==> config.mk <==
export PLATFORM = sky130hd
export DESIGN_NAME = bp_fe_fetch_ctrl_flat
export DESIGN_NICKNAME = d
export VERILOG_FILES = /design/src/rtl/bp_fe_fetch_ctrl_pkg.sv /design/src/rtl/bp_fe_fetch_ctrl_if.sv /design/src/rtl/bp_fe_fetch_tracker.sv /design/src/rtl/bp_fe_fetch_ctrl.sv /design/src/flat_wrapper.sv
export SDC_FILE = /design/constraint.sdc
export NUM_CORES = 1
export LEC_CHECK = 0
export CORE_MARGIN = 2
export CORE_UTILIZATION = 53
export DETAILED_ROUTE_END_ITERATION = 7
export PLACE_DENSITY = 0.87
export SYNTH_ARGS = -nofsm -noshare
export SYNTH_HDL_FRONTEND = slang
export SYNTH_SLANG_ARGS = --single-unit
export TNS_END_PERCENT = 30
==> constraint.sdc <==
create_clock -name clk_i -period 4 [get_ports clk_i]
set_clock_uncertainty 0.05 [all_clocks]
set_input_delay 1.2 -clock clk_i [delete_from_list [all_inputs] [get_ports clk_i]]
set_output_delay 1.2 -clock clk_i [all_outputs]
set_load 0.05 [all_outputs]
==> src/rtl/bp_fe_fetch_ctrl_pkg.sv <==
// bp_fe_fetch_ctrl_pkg
//   Shared types and constants for the front-end fetch controller:
//   processor config enum, address/instruction widths, FSM state enum
//   and the in-flight tracker entry.
//   Optional feature macro used by the importing files:
//   BP_FE_FETCH_CTRL_MISALIGNED_EN
package bp_fe_fetch_ctrl_pkg;

  typedef enum logic [0:0] {
    e_bp_default_cfg = 1'b0
  } bp_params_e;

  localparam int vaddr_width_gp = 39;
  localparam int instr_width_gp = 32;

  function automatic int vaddr_width_f(input bp_params_e cfg);
    unique case (cfg)
      e_bp_default_cfg: vaddr_width_f = vaddr_width_gp;
      default:          vaddr_width_f = vaddr_width_gp;
    endcase
  endfunction

  typedef enum logic [1:0] {
    e_idle   = 2'd0,
    e_run    = 2'd1,
    e_replay = 2'd2
  } bp_fe_fetch_ctrl_state_e;

  typedef struct packed {
    logic [vaddr_width_gp-1:0] pc;
    logic                      poison;
  } bp_fe_fetch_entry_s;

endpackage

==> src/rtl/bp_fe_fetch_ctrl_if.sv <==
// bp_fe_fetch_ctrl_if
//   Bundles the I$ request/response handshake and the realigner-facing
//   fetch signals of bp_fe_fetch_ctrl.
//   master: the fetch controller; slave: I$ + realigner side.
//   Signals
//     icache_req_v_o / icache_req_pc_o / icache_req_ready_i : request
//     icache_resp_v_i / icache_resp_data_i                   : in-order response
//     fetch_v_o / fetch_store_v_o / fetch_pc_o / fetch_data_o: to realigner
//     fetch_instr_v_i / fetch_instr_yumi_i                   : realigner status
interface bp_fe_fetch_ctrl_if
  import bp_fe_fetch_ctrl_pkg::*;
#(
  parameter int vaddr_width_p = vaddr_width_gp,
  parameter int instr_width_p = instr_width_gp
);

  logic                     icache_req_v_o;
  logic [vaddr_width_p-1:0] icache_req_pc_o;
  logic                     icache_req_ready_i;
  logic                     icache_resp_v_i;
  logic [instr_width_p-1:0] icache_resp_data_i;
  logic                     fetch_v_o;
  logic                     fetch_store_v_o;
  logic [vaddr_width_p-1:0] fetch_pc_o;
  logic [instr_width_p-1:0] fetch_data_o;
  logic                     fetch_instr_v_i;
  logic                     fetch_instr_yumi_i;

  modport master (
    output icache_req_v_o, icache_req_pc_o,
    input  icache_req_ready_i,
    input  icache_resp_v_i, icache_resp_data_i,
    output fetch_v_o, fetch_store_v_o, fetch_pc_o, fetch_data_o,
    input  fetch_instr_v_i, fetch_instr_yumi_i
  );

  modport slave (
    input  icache_req_v_o, icache_req_pc_o,
    output icache_req_ready_i,
    output icache_resp_v_i, icache_resp_data_i,
    input  fetch_v_o, fetch_store_v_o, fetch_pc_o, fetch_data_o,
    output fetch_instr_v_i, fetch_instr_yumi_i
  );

endinterface

==> src/rtl/bp_fe_fetch_tracker.sv <==
// bp_fe_fetch_tracker
//   In-order FIFO of in-flight I$ requests, outstanding_p entries deep.
//   Ports
//     clk_i, reset_n_i          : clock, async active-low reset
//     push_v_i, push_entry_i    : enqueue one request
//     pop_v_i, head_o           : dequeue oldest request / view it
//     poison_all_i              : mark every held entry (and one being
//                                 pushed this cycle) as stale
//     empty_o, full_o           : occupancy flags
module bp_fe_fetch_tracker
  import bp_fe_fetch_ctrl_pkg::*;
#(
  parameter int outstanding_p = 2
)(
  input  logic               clk_i,
  input  logic               reset_n_i,
  input  logic               push_v_i,
  input  bp_fe_fetch_entry_s push_entry_i,
  input  logic               pop_v_i,
  output bp_fe_fetch_entry_s head_o,
  input  logic               poison_all_i,
  output logic               empty_o,
  output logic               full_o
);

  localparam int ptr_w_lp = (outstanding_p > 1) ? $clog2(outstanding_p) : 1;
  localparam int cnt_w_lp = $clog2(outstanding_p + 1);

  bp_fe_fetch_entry_s  mem_r [outstanding_p];
  logic [ptr_w_lp-1:0] wptr_r, rptr_r;
  logic [cnt_w_lp-1:0] cnt_r;
  logic                push_ok, pop_ok;
  bp_fe_fetch_entry_s  push_entry;

  function automatic logic [ptr_w_lp-1:0] ptr_inc(input logic [ptr_w_lp-1:0] p);
    return (p == ptr_w_lp'(outstanding_p - 1)) ? '0 : p + 1'b1;
  endfunction

  assign empty_o = (cnt_r == '0);
  assign full_o  = (cnt_r == cnt_w_lp'(outstanding_p));
  assign head_o  = mem_r[rptr_r];

  assign pop_ok  = pop_v_i & ~empty_o;
  // When full, a push only fits if the head leaves in the same cycle.
  assign push_ok = push_v_i & (~full_o | pop_ok);

  // A request issued in the same cycle as a poison event is already stale.
  always_comb begin
    push_entry        = push_entry_i;
    push_entry.poison = push_entry_i.poison | poison_all_i;
  end

  always_ff @(posedge clk_i or negedge reset_n_i) begin
    if (!reset_n_i) begin
      wptr_r <= '0;
      rptr_r <= '0;
      cnt_r  <= '0;
      for (int i = 0; i < outstanding_p; i++) mem_r[i] <= '0;
    end else begin
      if (poison_all_i) begin
        for (int i = 0; i < outstanding_p; i++) mem_r[i].poison <= 1'b1;
      end
      if (push_ok) begin
        mem_r[wptr_r] <= push_entry;
        wptr_r        <= ptr_inc(wptr_r);
      end
      if (pop_ok) rptr_r <= ptr_inc(rptr_r);
      unique case ({push_ok, pop_ok})
        2'b10:   cnt_r <= cnt_r + cnt_w_lp'(1);
        2'b01:   cnt_r <= cnt_r - cnt_w_lp'(1);
        default: cnt_r <= cnt_r;
      endcase
    end
  end

endmodule

==> src/rtl/bp_fe_fetch_ctrl.sv <==
// bp_fe_fetch_ctrl
//   Issues I$ fetch requests from next_pc_r, tracks them in order, drops
//   stale responses after a redirect and feeds live ones to the realigner.
//   A realigned instruction the downstream queue refuses causes a replay
//   from the PC of the response that produced it.
//   Ports
//     clk_i, reset_n_i : clock, async active-low reset
//     redirect_v_i     : backend redirect
//     redirect_pc_i    : redirect target
//     bus (master)     : I$ request/response and realigner signals
//   Macro BP_FE_FETCH_CTRL_MISALIGNED_EN: when defined, halfword-aligned
//   (pc[1]=1) fetches are supported and fetch_store_v_o is driven; when
//   undefined every PC is forced word-aligned and fetch_store_v_o is 0.
//
//   state    | meaning
//   ---------+-------------------------------------------------
//   e_idle   | out of reset, nothing issued until a redirect
//   e_run    | issuing from next_pc_r while the tracker has room
//   e_replay | one bubble cycle after a replay, no request
module bp_fe_fetch_ctrl
  import bp_fe_fetch_ctrl_pkg::*;
#(
  parameter bp_params_e bp_params_p   = e_bp_default_cfg,
  parameter int         outstanding_p = 2,
  localparam int        vaddr_width_p = vaddr_width_f(bp_params_p)
)(
  input  logic                     clk_i,
  input  logic                     reset_n_i,
  input  logic                     redirect_v_i,
  input  logic [vaddr_width_p-1:0] redirect_pc_i,
  bp_fe_fetch_ctrl_if.master       bus
);

`ifdef BP_FE_FETCH_CTRL_MISALIGNED_EN
  localparam logic [vaddr_width_p-1:0] pc_mask_lp = '1;
`else
  localparam logic [vaddr_width_p-1:0] pc_mask_lp = ~vaddr_width_p'(2);
`endif

  bp_fe_fetch_ctrl_state_e  state_r;
  logic [vaddr_width_p-1:0] next_pc_r;
  logic [vaddr_width_p-1:0] pc_step;
  bp_fe_fetch_entry_s       head, push_entry;
  logic                     full, empty;
  logic                     req_v, req_fire, resp_v, fetch_v, fetch_store_v, replay;

  assign req_v    = (state_r == e_run) & ~full & ~redirect_v_i;
  assign req_fire = req_v & bus.icache_req_ready_i;

  assign resp_v   = bus.icache_resp_v_i & ~empty;
  assign fetch_v  = resp_v & ~head.poison & ~redirect_v_i;
  assign replay   = fetch_v & bus.fetch_instr_v_i & ~bus.fetch_instr_yumi_i;

`ifdef BP_FE_FETCH_CTRL_MISALIGNED_EN
  // A halfword-aligned fetch covers only up to the next word boundary.
  assign pc_step       = next_pc_r[1] ? vaddr_width_p'(2) : vaddr_width_p'(4);
  assign fetch_store_v = fetch_v & head.pc[1];
`else
  assign pc_step       = vaddr_width_p'(4);
  assign fetch_store_v = 1'b0;
`endif

  always_comb begin
    push_entry        = '0;
    push_entry.pc     = next_pc_r & pc_mask_lp;
    push_entry.poison = 1'b0;
  end

  bp_fe_fetch_tracker #(
    .outstanding_p(outstanding_p)
  ) tracker (
    .clk_i       (clk_i),
    .reset_n_i   (reset_n_i),
    .push_v_i    (req_fire),
    .push_entry_i(push_entry),
    .pop_v_i     (bus.icache_resp_v_i),
    .head_o      (head),
    .poison_all_i(redirect_v_i | replay),
    .empty_o     (empty),
    .full_o      (full)
  );

  assign bus.icache_req_v_o  = req_v;
  assign bus.icache_req_pc_o = next_pc_r;
  assign bus.fetch_v_o       = fetch_v;
  assign bus.fetch_store_v_o = fetch_store_v;
  assign bus.fetch_pc_o      = resp_v ? head.pc : '0;
  assign bus.fetch_data_o    = resp_v ? bus.icache_resp_data_i : '0;

  // Redirect has priority; replay cannot coincide with it because
  // fetch_v already excludes the redirect cycle.
  always_ff @(posedge clk_i or negedge reset_n_i) begin
    if (!reset_n_i) begin
      state_r   <= e_idle;
      next_pc_r <= '0;
    end else if (redirect_v_i) begin
      state_r   <= e_run;
      next_pc_r <= redirect_pc_i & pc_mask_lp;
    end else if (replay) begin
      state_r   <= e_replay;
      next_pc_r <= head.pc;
    end else begin
      unique case (state_r)
        e_idle:   state_r <= e_idle;
        e_run: begin
          state_r <= e_run;
          if (req_fire) next_pc_r <= next_pc_r + pc_step;
        end
        e_replay: state_r <= e_run;
        default:  state_r <= e_idle;
      endcase
    end
  end

  assert property (@(posedge clk_i) disable iff (!reset_n_i)
                   bus.icache_resp_v_i |-> !empty)
    else $error("icache response with no request in flight");

endmodule
==> src/flat_wrapper.sv <==
// flat-port wrapper written by rule: the top's interface ports become plain ports
module bp_fe_fetch_ctrl_flat import bp_fe_fetch_ctrl_pkg::*;
#(
  parameter bp_params_e bp_params_p   = e_bp_default_cfg,
  parameter int         outstanding_p = 2,
  localparam int        vaddr_width_p = vaddr_width_f(bp_params_p)
)
  (clk_i, reset_n_i, redirect_v_i, redirect_pc_i, bus_icache_req_v_o, bus_icache_req_pc_o, bus_icache_req_ready_i, bus_icache_resp_v_i, bus_icache_resp_data_i, bus_fetch_v_o, bus_fetch_store_v_o, bus_fetch_pc_o, bus_fetch_data_o, bus_fetch_instr_v_i, bus_fetch_instr_yumi_i);
  bp_fe_fetch_ctrl_if bus_i ();
  input  logic clk_i;
  input  logic reset_n_i;
  input  logic redirect_v_i;
  input  logic [vaddr_width_p-1:0] redirect_pc_i;
  output wire logic [$bits(bus_i.icache_req_v_o)-1:0] bus_icache_req_v_o;
  output wire logic [$bits(bus_i.icache_req_pc_o)-1:0] bus_icache_req_pc_o;
  input wire logic [$bits(bus_i.icache_req_ready_i)-1:0] bus_icache_req_ready_i;
  input wire logic [$bits(bus_i.icache_resp_v_i)-1:0] bus_icache_resp_v_i;
  input wire logic [$bits(bus_i.icache_resp_data_i)-1:0] bus_icache_resp_data_i;
  output wire logic [$bits(bus_i.fetch_v_o)-1:0] bus_fetch_v_o;
  output wire logic [$bits(bus_i.fetch_store_v_o)-1:0] bus_fetch_store_v_o;
  output wire logic [$bits(bus_i.fetch_pc_o)-1:0] bus_fetch_pc_o;
  output wire logic [$bits(bus_i.fetch_data_o)-1:0] bus_fetch_data_o;
  input wire logic [$bits(bus_i.fetch_instr_v_i)-1:0] bus_fetch_instr_v_i;
  input wire logic [$bits(bus_i.fetch_instr_yumi_i)-1:0] bus_fetch_instr_yumi_i;
  assign bus_icache_req_v_o = bus_i.icache_req_v_o;
  assign bus_icache_req_pc_o = bus_i.icache_req_pc_o;
  assign bus_i.icache_req_ready_i = bus_icache_req_ready_i;
  assign bus_i.icache_resp_v_i = bus_icache_resp_v_i;
  assign bus_i.icache_resp_data_i = bus_icache_resp_data_i;
  assign bus_fetch_v_o = bus_i.fetch_v_o;
  assign bus_fetch_store_v_o = bus_i.fetch_store_v_o;
  assign bus_fetch_pc_o = bus_i.fetch_pc_o;
  assign bus_fetch_data_o = bus_i.fetch_data_o;
  assign bus_i.fetch_instr_v_i = bus_fetch_instr_v_i;
  assign bus_i.fetch_instr_yumi_i = bus_fetch_instr_yumi_i;
  bp_fe_fetch_ctrl #(.bp_params_p(bp_params_p), .outstanding_p(outstanding_p)) u_core (.clk_i(clk_i), .reset_n_i(reset_n_i), .redirect_v_i(redirect_v_i), .redirect_pc_i(redirect_pc_i), .bus(bus_i));
endmodule
After elaboration in Yosys (flattened, before gate mapping)

Index checks and enable logic that the tools add are counted.

Register bits after elaboration: 125
Logic and storage cells: 68
Output and inout port bits: 113
Input port bits: 78

Bitwise operators: 18
Mux-type cells: 21
Add/subtract/negate cells: 5
Order comparisons: 3
Reduce and logical (&&, ||, !) cells: 7
Eq/ne operators: 5

Operator list:

| cell                                                                   | count |
|---|---|
| 39-bit 2-to-1 mux                                                      | 5 |
| 40-bit 2-to-1 mux                                                      | 4 |
| 80-bit bitwise mux                                                     | 1 |
| 41-bit 2-to-1 mux                                                      | 1 |
| 40-bit demux with 1-bit select                                         | 1 |
| 39-bit by 3-bit adder with 39-bit output (second input constant)       | 1 |
| 32-bit 2-to-1 mux                                                      | 1 |
| 1-bit AND                                                              | 9 |
| 2-bit equality test (second input constant)                            | 3 |
| 3-bit nonzero test                                                     | 2 |
| 1-bit 2-to-1 mux                                                       | 5 |
| 1-bit inverter                                                         | 5 |
| 2-bit by 1-bit equality test with 1-bit output (second input constant) | 2 |
| 2-bit >= comparator (second input constant)                            | 2 |
| 2-bit 2-to-1 mux                                                       | 2 |
| 1-bit inverter with 2-bit output                                       | 2 |
| 2-bit case mux with 2 select lines                                     | 1 |
| 1-bit adder (second input constant)                                    | 2 |
| 2-bit by 1-bit adder with 2-bit output (second input constant)         | 1 |
| 2-bit zero test                                                        | 1 |
| 2-bit by 1-bit < comparator with 1-bit output (second input constant)  | 1 |
| 1-bit OR                                                               | 2 |
| 2-bit AND reduction                                                    | 1 |
| 2-bit nonzero test                                                     | 1 |
| 3 further kinds                                                        | 3 |

Logic depth before layout (Yosys ltp)

Depth in word-level cells: 13
Gate-level depth with buffers: 9
Gate-level depth less buffers: 8

By module

A second synthesis with hierarchy kept.

Cell total of the unflattened synthesis: 691
Area total of the unflattened synthesis: 7549.7 um^2

By module, submodules not included:

| module              | area an instance (um^2) | sequential area each (um^2) | cells an instance | instances |
|---|---|---|---|---|
| bp_fe_fetch_tracker | 4040.1                  | 2102.0                      | 241               | 1 |
| bp_fe_fetch_ctrl    | 3509.6                  | 1026.0                      | 450               | 1 |

Worst setup path before layout

OpenSTA, ideal clock, no wires.

Kind: input-to-output
Start point: input redirect_v_i
End point: output bus_fetch_v_o
Path slack: -141 ps
Required time: 2750 ps
Buffers on the path: 3
Data arrival time: 2891 ps
Stages on the path: 4
Cell sequence: clkbuf_1 clkbuf_1 clkbuf_1 nor3_1

Longest elaborated chain between the ends: 2

Ends and longest elaborated chain:

| what            | line                   | text |
|---|---|---|
| start, declared | flat_wrapper.sv:12     | `input logic redirect_v_i;` |
| 1-bit inverter  | bp_fe_fetch_ctrl.sv:51 | `assign fetch_v = resp_v & ~head.poison & ~redirect_v_i;` |
| 1-bit AND       | bp_fe_fetch_ctrl.sv:51 |  |
| end, declared   | flat_wrapper.sv:19     | `output wire logic [$bits(bus_i.fetch_v_o)-1:0] bus_fetch_v_o;` |

Every way passes these cells.

Worst setup path in the final report

Start point: input bus_icache_resp_v_i
End point: output bus_fetch_data_o[13]

Longest elaborated chain between the ends: 2

Ends and longest elaborated chain:

| what              | line                   | text |
|---|---|---|
| start, declared   | flat_wrapper.sv:17     | `input wire logic [$bits(bus_i.icache_resp_v_i)-1:0] bus_icache_resp_v_i;` |
| 1-bit AND         | bp_fe_fetch_ctrl.sv:50 | `assign resp_v = bus.icache_resp_v_i & ~empty;` |
| 32-bit 2-to-1 mux | bp_fe_fetch_ctrl.sv:88 | `assign bus.fetch_data_o = resp_v ? bus.icache_resp_data_i : '0;` |
| end, declared     | flat_wrapper.sv:22     | `output wire logic [$bits(bus_i.fetch_data_o)-1:0] bus_fetch_data_o;` |

Every way passes these cells.

==> results.toml <==
[floorplan]
io-pin-count = 191
die_x_um = 118
fp.dieArea_um2 = 14000
fp.coreArea_um2 = 12700
core.rowCount = 41
die_h_um = 118
start_util_pct = 54.6

[detailed_routing]
wl_met3_um = 2670
route.detailed.drc = 7
via_count = 7122
detail-route-antenna-nets = 0
drt_wl_total_um = 24300
routedWlPerCell_um = 22.2
first_iter_violations = 863
wl_met2_um = 11900
top_layer = "met4"
drt-pass1-iter-count = 8
via_per_inst = 6.52
drt-met1-wl_um = 8610

[clock_network]
cts_buffer_depth = 2
cts_made_buffers = 17
clk_latency_ns = 0.42
ctsResizeCount = 0
clock-sinks = 122
clk_pin_slew_ns = 0.05
h-tree-depth = 4
cts_tree = "yes"
cts_setup_buffers = 0
cts_hold_buf = 0
cts_root_buffer = "clkbuf_16"

[timing]
slew_headroom_pct = 31.2
holdWs_ns = 0.445
period_needed_ns = 3.92
finalSetupViolCount = 0
drv_slew = 0
tightestPinTransition_ns = 1.03
tns_ns = 0
rsz0062_at_grt = "no"
fmax_mhz = 255
hold_violations = 0
post-route-period-util_pct = 98.1

[setup_path]
cp.depth = 5
crit_family = "buffers and inverters"
worstReg2RegEnd = "u_core.bus.icache_req_pc_o[29]$_DFFE_PN0P_"
reg2reg_depth = 5
cp_slowest_cell = "clkdlybuf4s50_1"
cp.arrival_ns = 2.67
path_class = "input port to output port"
cp-start-kind = "input port"
max_stage_delay_ns = 0.52
ff2ff_setup_slack_ns = 1.17
startpoint = "bus_icache_resp_v_i"
r2r-start = "u_core.bus.icache_req_pc_o[16]$_DFFE_PN0P_"
crit_buf_inv = 3
crit_required_ns = 2.75
endpoint = "bus_fetch_data_o[13]"
crit_chain = "clkdlybuf4s50_1 > o21ai_4 > inv_2 > and2_1 > buf_12"
path_max_fanout = 33
endpoint_kind = "output port"

[yosys]
synth_cells = 730
async_reset_ff_share_pct = 100
netlist.area_leader.share_pct = 44.0
synth_common_cells = "122 x dfrtp_1, 73 x nand2_1, 66 x nor2_1"
synth-edff-count = 0
synth_adder_area_share_pct = 0.541
seq_area_frac_synth_pct = 44.0
synth_xor_area_share_pct = 1.51
syn-cell-area_um2 = 6940
synth.distinct_cells = 60
synth_compound_area_share_pct = 13.2
ys_ff_latch = 122
synthTopCellsByArea = "dfrtp_1 44%, mux2_2 10%, mux2i_1 5.8%, nand2_1 3.9%, nor2_1 3.6%"
syn_area_per_cell_um2 = 9.51
synth_top_family_by_area = "simple AND/OR/NAND/NOR gates"
yosysTopAreaCell = "dfrtp_1"
yosys_warnings = 0
synth_most_common_cell = "dfrtp_1"
synthMuxAreaShare_pct = 16.1
ys.flop_type = "dfrtp_1"
synth-simple-area-share_pct = 20.2

[global_route]
grt_pass1_vias = 7601
grt_pass1_wl_um = 39100
grt_usage_pct = 35.0
grt_overflow = 0
antenna_found_initial = 0
grt_max_degree = 73

[power_and_ir_drop]
vdd_ir_drop_max_mv = 0.538
powerDensity_nw_per_um2 = 722
power.leakage_nw = 4.30
total_power_mw = 7.44

[placement]
place_hpwl_um = 15900
dp.cells = 1061
io_buffers = 186
place.gp.congestion = 0.948

[cells_and_area]
nets = 989
fin_util_pct = 81.1
drive_above_1_share_pct = 23.5
diodes = 0
instances_no_fill = 1093
fill_cells = 731
synthToLayoutAreaGrowth_pct = 48.5

[status]
status = "finished with violations"
failed_checks = "design-rule violations"

[hold_path]
hp-class = "flop to flop"
min_path_cells = 2

[flow_run]
max_cap_violations = 0
kinds of logic (layout without fill, tap and decap cells):
| family | count (synthesis) | in the layout |
|---|---|---|
| AO/OA/AOI/OAI | 135 | 135 |
| XOR/XNOR | 12 | 12 |
| adder cells (fa/ha/maj) | 3 | 3 |
| buffers and inverters | 72 | 261 |
| flip-flops | 122 | 122 |
| multiplexers | 104 | 104 |
| other | 1 | 3 |
| AND/OR/NAND/NOR | 281 | 281 |
worst min path at each step:
stage                                    startpoint                                    to  slack, ns
6_report       u_core.tracker.mem_r[18]$_DFFE_PN0P_  u_core.tracker.mem_r[18]$_DFFE_PN0P_       0.44
4_1_cts        u_core.tracker.mem_r[18]$_DFFE_PN0P_  u_core.tracker.mem_r[18]$_DFFE_PN0P_       0.44
5_1_grt        u_core.tracker.mem_r[37]$_DFFE_PN0P_  u_core.tracker.mem_r[37]$_DFFE_PN0P_       0.47
3_5_place_dp   u_core.tracker.mem_r[30]$_DFFE_PN0P_  u_core.tracker.mem_r[30]$_DFFE_PN0P_       0.42
3_3_place_gp   u_core.tracker.mem_r[15]$_DFFE_PN0P_  u_core.tracker.mem_r[15]$_DFFE_PN0P_       0.41
2_1_floorplan  u_core.tracker.mem_r[14]$_DFFE_PN0P_  u_core.tracker.mem_r[14]$_DFFE_PN0P_       0.40
per-layer routing:
metal	vias up	global-route usage, %
met5	-	0
met4	0	18.9
met3	132	9.22
met2	585	58.4
met1	3414	41.3
li1	2991	-
where the power goes:
part / internal (mW) / switching, mW
sequential: 1.69 / 0.425
combinational: 1.66 / 2.12
clock: 0.954 / 0.591
total: 4.31 / 3.14
worst min-delay path, delay by kind of cell (launching register included):
kind,cells,cell delay (ns)
compound gates,1,0.07
simple gates,1,0.05
flops,1,0.34
area by class of cell:
cell class,instances,area (um2),area share [%]
multi-input cells,538,3620,35.1
clock inverters,13,143,1.38
repair buffers,211,2760,26.8
flip-flops and latches,122,3050,29.6
well taps,172,215,2.09
clock buffers,19,453,4.39
inverters,18,67.6,0.655
placed cells by master (no fill, tap or decap), drive strengths merged, types with 9 or more instances in the layout:
cell and instances:
nor2 66, o21ai 33, xnor2 10, and2 38, nand4 15, mux2i 40, nor3 19, nand3 23
nand2 74, buf 99, inv 21, o31a 9, o31ai 14, nor4 19, clkbuf 19, a21oi 24
mux2 64, clkdlybuf4s50 112, dfrtp 122
sequential cells by signal, summed over array words and instances, names as in the netlist:
signal,cells
u_core.bus.icache_req_pc_o,38
u_core.state_r,2
u_core.tracker.cnt_r,2
u_core.tracker.wptr_r,1
u_core.tracker.rptr_r,1
u_core.tracker.mem_r,78
metrics by stage:
stage	cell area, um2	setup WS (ns)
3_3_place_gp	9720	0.173
4_1_cts	10300	0.0680
6_report	10300	0.0772
2_1_floorplan	6960	0.271
5_1_grt	10300	0.0222
3_5_place_dp	9720	0.103
Note: power is estimated with default switching activity, not from simulation.
